--- config.mk ---
export PLATFORM = sky130hd
export DESIGN_NAME = dbg_dut_responder
export DESIGN_NICKNAME = d
export VERILOG_FILES = /design/src/rtl/dbg_dut_responder.sv
export SDC_FILE = /design/constraint.sdc
export NUM_CORES = 1
export LEC_CHECK = 0
export BUFFER_PORTS_ARGS = -buffer_cell sky130_fd_sc_hd__buf_4
export CELL_PAD_IN_SITES_DETAIL_PLACEMENT = 1
export CELL_PAD_IN_SITES_GLOBAL_PLACEMENT = 1
export CORE_UTILIZATION = 35
export DETAILED_ROUTE_END_ITERATION = 10
export GPL_TIMING_DRIVEN = 0
export HOLD_SLACK_MARGIN = 0.12
export PLACE_DENSITY_LB_ADDON = 0.1
export RECOVER_POWER = 50
export SLEW_MARGIN = 15
export SYNTH_ARGS = -nofsm -noshare
export SYNTH_HDL_FRONTEND = slang
export SYNTH_SLANG_ARGS = --single-unit
--- constraint.sdc ---
create_clock -name clk -period 2.85 [get_ports clk]
set_clock_uncertainty 0.15 [all_clocks]
set_input_delay 0.57 -clock clk [delete_from_list [all_inputs] [get_ports clk]]
set_output_delay 0.57 -clock clk [all_outputs]
set_load 0.02 [all_outputs]
--- src/rtl/dbg_dut_responder.sv ---
// DUT-side debug endpoint: decodes debugger commands and drives the core's halt/step/reset
// controls, the memory bus and the register file port, then answers on the done handshake.
module dbg_dut_responder #(
    parameter int BITSIZE    = 32,
    parameter int RST_CYCLES = 4
) (
    input  logic               clk,
    input  logic               rstn_i,
    input  logic [7:0]         dbg_cmd_i,
    input  logic [BITSIZE-1:0] dbg_addr_i,
    input  logic [BITSIZE-1:0] dbg_data_i,
    output logic [BITSIZE-1:0] dbg_data_o,
    output logic               dbg_done_o,
    output logic               halt_o,
    output logic               step_o,
    output logic               core_rst_o,
    input  logic               core_halted_i,
    output logic               mem_req_o,
    output logic               mem_we_o,
    output logic [BITSIZE-1:0] mem_addr_o,
    output logic [BITSIZE-1:0] mem_wdata_o,
    input  logic               mem_gnt_i,
    input  logic               mem_rvalid_i,
    input  logic [BITSIZE-1:0] mem_rdata_i,
    output logic               reg_req_o,
    output logic               reg_we_o,
    output logic [4:0]         reg_addr_o,
    output logic [BITSIZE-1:0] reg_wdata_o,
    input  logic [BITSIZE-1:0] reg_rdata_i
);

    localparam logic [7:0] CMD_NOP    = 8'h00;
    localparam logic [7:0] CMD_HALT   = 8'h01;
    localparam logic [7:0] CMD_RESUME = 8'h02;
    localparam logic [7:0] CMD_STEP   = 8'h03;
    localparam logic [7:0] CMD_RESET  = 8'h04;
    localparam logic [7:0] CMD_MEM_RD = 8'h05;
    localparam logic [7:0] CMD_MEM_WR = 8'h06;
    localparam logic [7:0] CMD_REG_RD = 8'h07;
    localparam logic [7:0] CMD_REG_WR = 8'h08;
    localparam logic [7:0] CMD_STATUS = 8'h09;

    localparam logic [3:0] S_IDLE        = 4'd0;
    localparam logic [3:0] S_HALT_WAIT   = 4'd1;
    localparam logic [3:0] S_RES_WAIT    = 4'd2;
    localparam logic [3:0] S_STEP_WAIT   = 4'd3;
    localparam logic [3:0] S_RST         = 4'd4;
    localparam logic [3:0] S_MEM_REQ     = 4'd5;
    localparam logic [3:0] S_MEM_WAIT    = 4'd6;
    localparam logic [3:0] S_REG_ACC     = 4'd7;
    localparam logic [3:0] S_REG_RD_WAIT = 4'd8;
    localparam logic [3:0] S_DONE        = 4'd9;

    localparam int CNT_W = (RST_CYCLES > 1) ? $clog2(RST_CYCLES) : 1;

    logic [3:0]         state;
    logic               cmd_vld;
    logic [7:0]         cmd_q;
    logic [BITSIZE-1:0] addr_q;
    logic [BITSIZE-1:0] data_q;
    logic [CNT_W-1:0]   rst_cnt;
    logic               seen_low;

    assign mem_addr_o  = addr_q;
    assign mem_wdata_o = data_q;
    assign reg_addr_o  = addr_q[4:0];
    assign reg_wdata_o = data_q;

    // NOTE: every register below is updated with <= so all of them see pre-edge values.
    always_ff @(posedge clk or negedge rstn_i) begin
        if (!rstn_i) begin
            state      <= S_IDLE;
            cmd_vld    <= 1'b0;
            cmd_q      <= '0;
            addr_q     <= '0;
            data_q     <= '0;
            rst_cnt    <= '0;
            seen_low   <= 1'b0;
            dbg_data_o <= '0;
            dbg_done_o <= 1'b0;
            halt_o     <= 1'b0;
            step_o     <= 1'b0;
            core_rst_o <= 1'b0;
            mem_req_o  <= 1'b0;
            mem_we_o   <= 1'b0;
            reg_req_o  <= 1'b0;
            reg_we_o   <= 1'b0;
        end else begin
            // Done lags the DONE state by one cycle, so it also falls one cycle after exit.
            dbg_done_o <= (state == S_DONE);
            step_o     <= 1'b0;
            reg_req_o  <= 1'b0;
            reg_we_o   <= 1'b0;

            case (state)
                S_IDLE: begin
                    if (!cmd_vld) begin
                        if (dbg_cmd_i != CMD_NOP) begin
                            cmd_q   <= dbg_cmd_i;
                            addr_q  <= dbg_addr_i;
                            data_q  <= dbg_data_i;
                            cmd_vld <= 1'b1;
                        end
                    end else begin
                        // Decode cycle: act on the latched command, debugger inputs are ignored.
                        cmd_vld <= 1'b0;
                        state   <= S_DONE;
                        case (cmd_q)
                            CMD_HALT: begin
                                halt_o <= 1'b1;
                                state  <= S_HALT_WAIT;
                            end
                            CMD_RESUME: begin
                                halt_o <= 1'b0;
                                state  <= S_RES_WAIT;
                            end
                            CMD_STEP: begin
                                if (core_halted_i) begin
                                    step_o   <= 1'b1;
                                    seen_low <= 1'b0;
                                    state    <= S_STEP_WAIT;
                                end else begin
                                    dbg_data_o <= '1;
                                end
                            end
                            CMD_RESET: begin
                                core_rst_o <= 1'b1;
                                rst_cnt    <= CNT_W'(RST_CYCLES - 1);
                                state      <= S_RST;
                            end
                            CMD_MEM_RD, CMD_MEM_WR: begin
                                mem_req_o <= 1'b1;
                                mem_we_o  <= (cmd_q == CMD_MEM_WR);
                                state     <= S_MEM_REQ;
                            end
                            CMD_REG_RD, CMD_REG_WR: begin
                                if (core_halted_i) begin
                                    reg_req_o <= 1'b1;
                                    reg_we_o  <= (cmd_q == CMD_REG_WR);
                                    state     <= S_REG_ACC;
                                end else begin
                                    dbg_data_o <= '1;
                                end
                            end
                            CMD_STATUS: dbg_data_o <= {{(BITSIZE-2){1'b0}}, halt_o, core_halted_i};
                            default:    dbg_data_o <= '1;
                        endcase
                    end
                end
                S_HALT_WAIT: if (core_halted_i) state <= S_DONE;
                S_RES_WAIT:  if (!core_halted_i) state <= S_DONE;
                S_STEP_WAIT: begin
                    // The core must visibly leave halt before its return to halt counts.
                    if (!core_halted_i) seen_low <= 1'b1;
                    if (seen_low && core_halted_i) state <= S_DONE;
                end
                S_RST: begin
                    if (rst_cnt == '0) begin
                        core_rst_o <= 1'b0;
                        state      <= S_DONE;
                    end else begin
                        rst_cnt <= rst_cnt - 1'b1;
                    end
                end
                S_MEM_REQ: begin
                    if (mem_gnt_i) begin
                        mem_req_o <= 1'b0;
                        mem_we_o  <= 1'b0;
                        state     <= (cmd_q == CMD_MEM_WR) ? S_DONE : S_MEM_WAIT;
                    end
                end
                S_MEM_WAIT: begin
                    if (mem_rvalid_i) begin
                        dbg_data_o <= mem_rdata_i;
                        state      <= S_DONE;
                    end
                end
                S_REG_ACC:     state <= (cmd_q == CMD_REG_RD) ? S_REG_RD_WAIT : S_DONE;
                S_REG_RD_WAIT: begin
                    dbg_data_o <= reg_rdata_i;
                    state      <= S_DONE;
                end
                S_DONE:  if (dbg_done_o && (dbg_cmd_i == CMD_NOP)) state <= S_IDLE;
                default: state <= S_IDLE;
            endcase
        end
    end

endmodule

==> flow_summary.yaml <==
synthesis:
  syn_inst: 552
  synth_ff_type: "dfrtp_1"
  ys.warnings.count: 0
  syn-cell-area_mm2: 0.00619
  ys_async_sr_fraction_pct: 100
  yosys_register_bits: 120
  synth_seq_area_share_pct: 48.5
  syn_avg_cell_area_um2: 11.2
  ys_types: 59
  synth_edf_count: 0
  synth_fp_nets: 694
sta:
  tns_ns: 0
  period_share_pct: 94.1
  hold_viol: 0
  relSlewSlack_pct: 15.2
  drv_slew: 0
  tightest_slew_ns: 1.27
  fmax_mhz: 373
  setup_ws_ns: 0.167
  min_period_ns: 2.68
  finalSetupViolations: 0
  rsz0062_at_grt: "no"
routing:
  avgRoutedWirePerCell_um: 17.8
  routed_wl_um: 19400
  vias: 5451
  ant_nets: 0
  vias_per_cell: 5.00
  drc: 0
  dr.pass1.iters: 4
  drtIter0Drc: 184
floorplanning:
  fp.dieW_um: 135
  start_util_pct: 35.8
  dieArea_mm2: 0.0182
  fp.dieH_um: 135
  core_area_mm2: 0.0173
  rows: 48
  io_pins: 282
grt:
  grt_pass1_wl_um: 30300
  grt_max_degree: 71
  grt_pass1_vias: 5895
  antenna_found_initial: 0
  grtUsageTotal_pct: 21.7
  gr-total-overflow: 0
critical_path:
  worst-path-max-fanout: 10
  worst_ep_required_time_ns: 3.00
  critical_path_class: "flip-flop to flip-flop"
  crit_arrival_ns: 2.83
  endpoint_kind: "flip-flop"
  rrSetupSlack_ns: 0.17
  start_kind: "flip-flop"
cts:
  cts-root-buf: "clkbuf_16"
  h-tree-depth: 4
  clk_latency_ns: 0.41
  cts_tree: "built"
  clk_path_buf_depth: 2
  cts_sinks: 120
  path_clk_slew_ns: 0.06
  numCtsBuffers: 17
  post_cts_buffers: 0
placed_design:
  gp_congestion: 0.834
  port_buffers: 280
  pre_cts_ws_ns: 0.160
  hpwl_um: 14800
pwr:
  power_density_mw_per_mm2: 1230
  ir_worst_vdd_v: 0.000674
  total_power_w: 0.0110
  power.leakage_nw: 3.97
finish:
  multi_input_comb_area_mm2: 0.00262
  seq_area_mm2: 0.00300
  fillers: 1953
  final_nets: 995
  drive_gt1_share_pct: 42.6
  area_delta_synth_final_pct: 44.9
  n_antenna_cell: 0
run:
  max_cap_violations: 0
run_status:
  status: "finished clean"
min_path:
  hold_class: "primary input to flip-flop"
[registers in the layout, indices dropped and copies added (netlist names)]
| signal | flops |
|---|---|
| cmd_q | 8 |
| cmd_vld | 1 |
| core_rst_o | 1 |
| dbg_data_o | 32 |
| dbg_done_o | 1 |
| halt_o | 1 |
| mem_addr_o | 32 |
| mem_req_o | 1 |
| mem_wdata_o | 32 |
| mem_we_o | 1 |
| reg_req_o | 1 |
| reg_we_o | 1 |
| rst_cnt | 2 |
| seen_low | 1 |
| state | 4 |
| step_o | 1 |
[layout make-up]
type                       count  share of cell area, %
multi-input combinational    341                   29.2
inverter                      11                  0.460
clock buffer                  19                   4.83
timing repair buffer         282                   20.8
buffer                        80                   5.90
tap                          225                   3.14
sequential                   120                   33.5
clock inverter                13                   2.18
[power breakdown]
group          internal, W  total, W  leakage [nW]  switching [W]
Clock              0.00147   0.00228         0.294       0.000812
Combinational      0.00254   0.00573          2.31        0.00318
Sequential         0.00248   0.00298          1.36       0.000505
Total              0.00650    0.0110          3.97        0.00450
[repair_timing]
action                                 4_1_cts  5_1_grt
endpoints found under the hold margin       50        0
resized for setup                            0        1
hold buffers                                 1        0
setup endpoints to repair                    0        9
[final timing paths]
path                           startpoint         endpoint  cells after the start
setup / recovery                 cmd_q[2]   dbg_data_o[14]                      7
hold / removal             dbg_data_i[31]  mem_wdata_o[31]                      2
setup reg to reg                 cmd_q[2]   dbg_data_o[14]                      7
hold reg to reg            mem_addr_o[21]   mem_addr_o[21]                      1
max in group asynchronous          rstn_i   dbg_data_o[19]                      3
min in group asynchronous          rstn_i   mem_addr_o[27]                      2
[critical path, stage by stage, from the launching register on]
cell	delay, ns
dfrtp_1	0.37
buf_2	0.18
nor4bb_1	0.68
a211oi_1	0.36
clkbuf_1	0.30
a221o_1	0.33
nor2_1	0.12
a21oi_1	0.08
[layer usage]
| metal | GRT usage [%] | vias to the layer above | share of wire (%) |
|---|---|---|---|
| met4 | 7.18 | 0 | 1.3 |
| met2 | 38.9 | 160 | 54 |
| met5 | 0 | - | 0 |
| li1 | - | 2554 | - |
| met1 | 25.1 | 2721 | 39 |
| met3 | 5.41 | 16 | 5.6 |
[synthesized netlist by cell type, types with 2 or more instances]
cell,n,area share (%)
buf_6,10,1.8
mux2_1,25,4.6
nand2_1,6,0.36
nor3_1,3,0.24
a21o_1,2,0.24
o22ai_1,2,0.20
a211oi_1,2,0.24
a311oi_1,2,0.28
inv_1,10,0.61
nor4bb_1,2,0.32
nor2_1,42,2.5
o21ai_0,8,0.65
nand4_1,2,0.20
o22a_1,2,0.28
nand3_1,4,0.32
mux2_2,49,8.9
nor2_4,2,0.36
a221o_1,32,5.2
nor4_4,3,1.0
mux2i_1,2,0.32
clkbuf_1,21,1.3
nor2b_1,3,0.30
buf_2,12,0.97
a21oi_1,69,5.6
xor2_1,2,0.28
dfrtp_1,120,49
buf_4,37,4.5
or4_1,3,0.36
nor4b_1,2,0.28
or4_4,2,0.36
a41oi_1,2,0.28
nand2b_1,37,3.7
a31oi_1,6,0.61
[cell families after synthesis]
group / synth area share [%]
and+or+nand+nor: 12.2
DFF: 48.5
adders and majority gates: 0.202
muxes: 13.8
buffers and inverters: 9.22
xor gates and xnor gates: 0.425
AOI/OAI and AO/OA: 15.7
[stage by stage]
step	util [%]	cell area (um^2)	std cells	hold slack [ns]
detailed placement	49.7	8600	1058	0.326
floorplan	-	6190	552	0.124
global route	51.8	8970	1091	0.205
finish	51.8	8970	1091	0.219
CTS	53.4	9240	1091	0.200
global placement	49.6	8570	1057	0.319
[placed cells by master (no fill, tap or decap), types with 4 or more instances in the layout]
cell         n
clkbuf_1    92
a221o_1     32
nand2_1      6
buf_2       12
nand3_1      4
bufinv_16    4
mux2_1      25
buf_6       11
clkbuf_16   17
a21oi_1     69
o21ai_0      8
a31oi_1      6
inv_1       10
buf_4      247
dfrtp_1    120
nand2b_1    37
clkinv_4     4
mux2_2      49
nor2_1      42
Power figures use the tool's default switching activity.
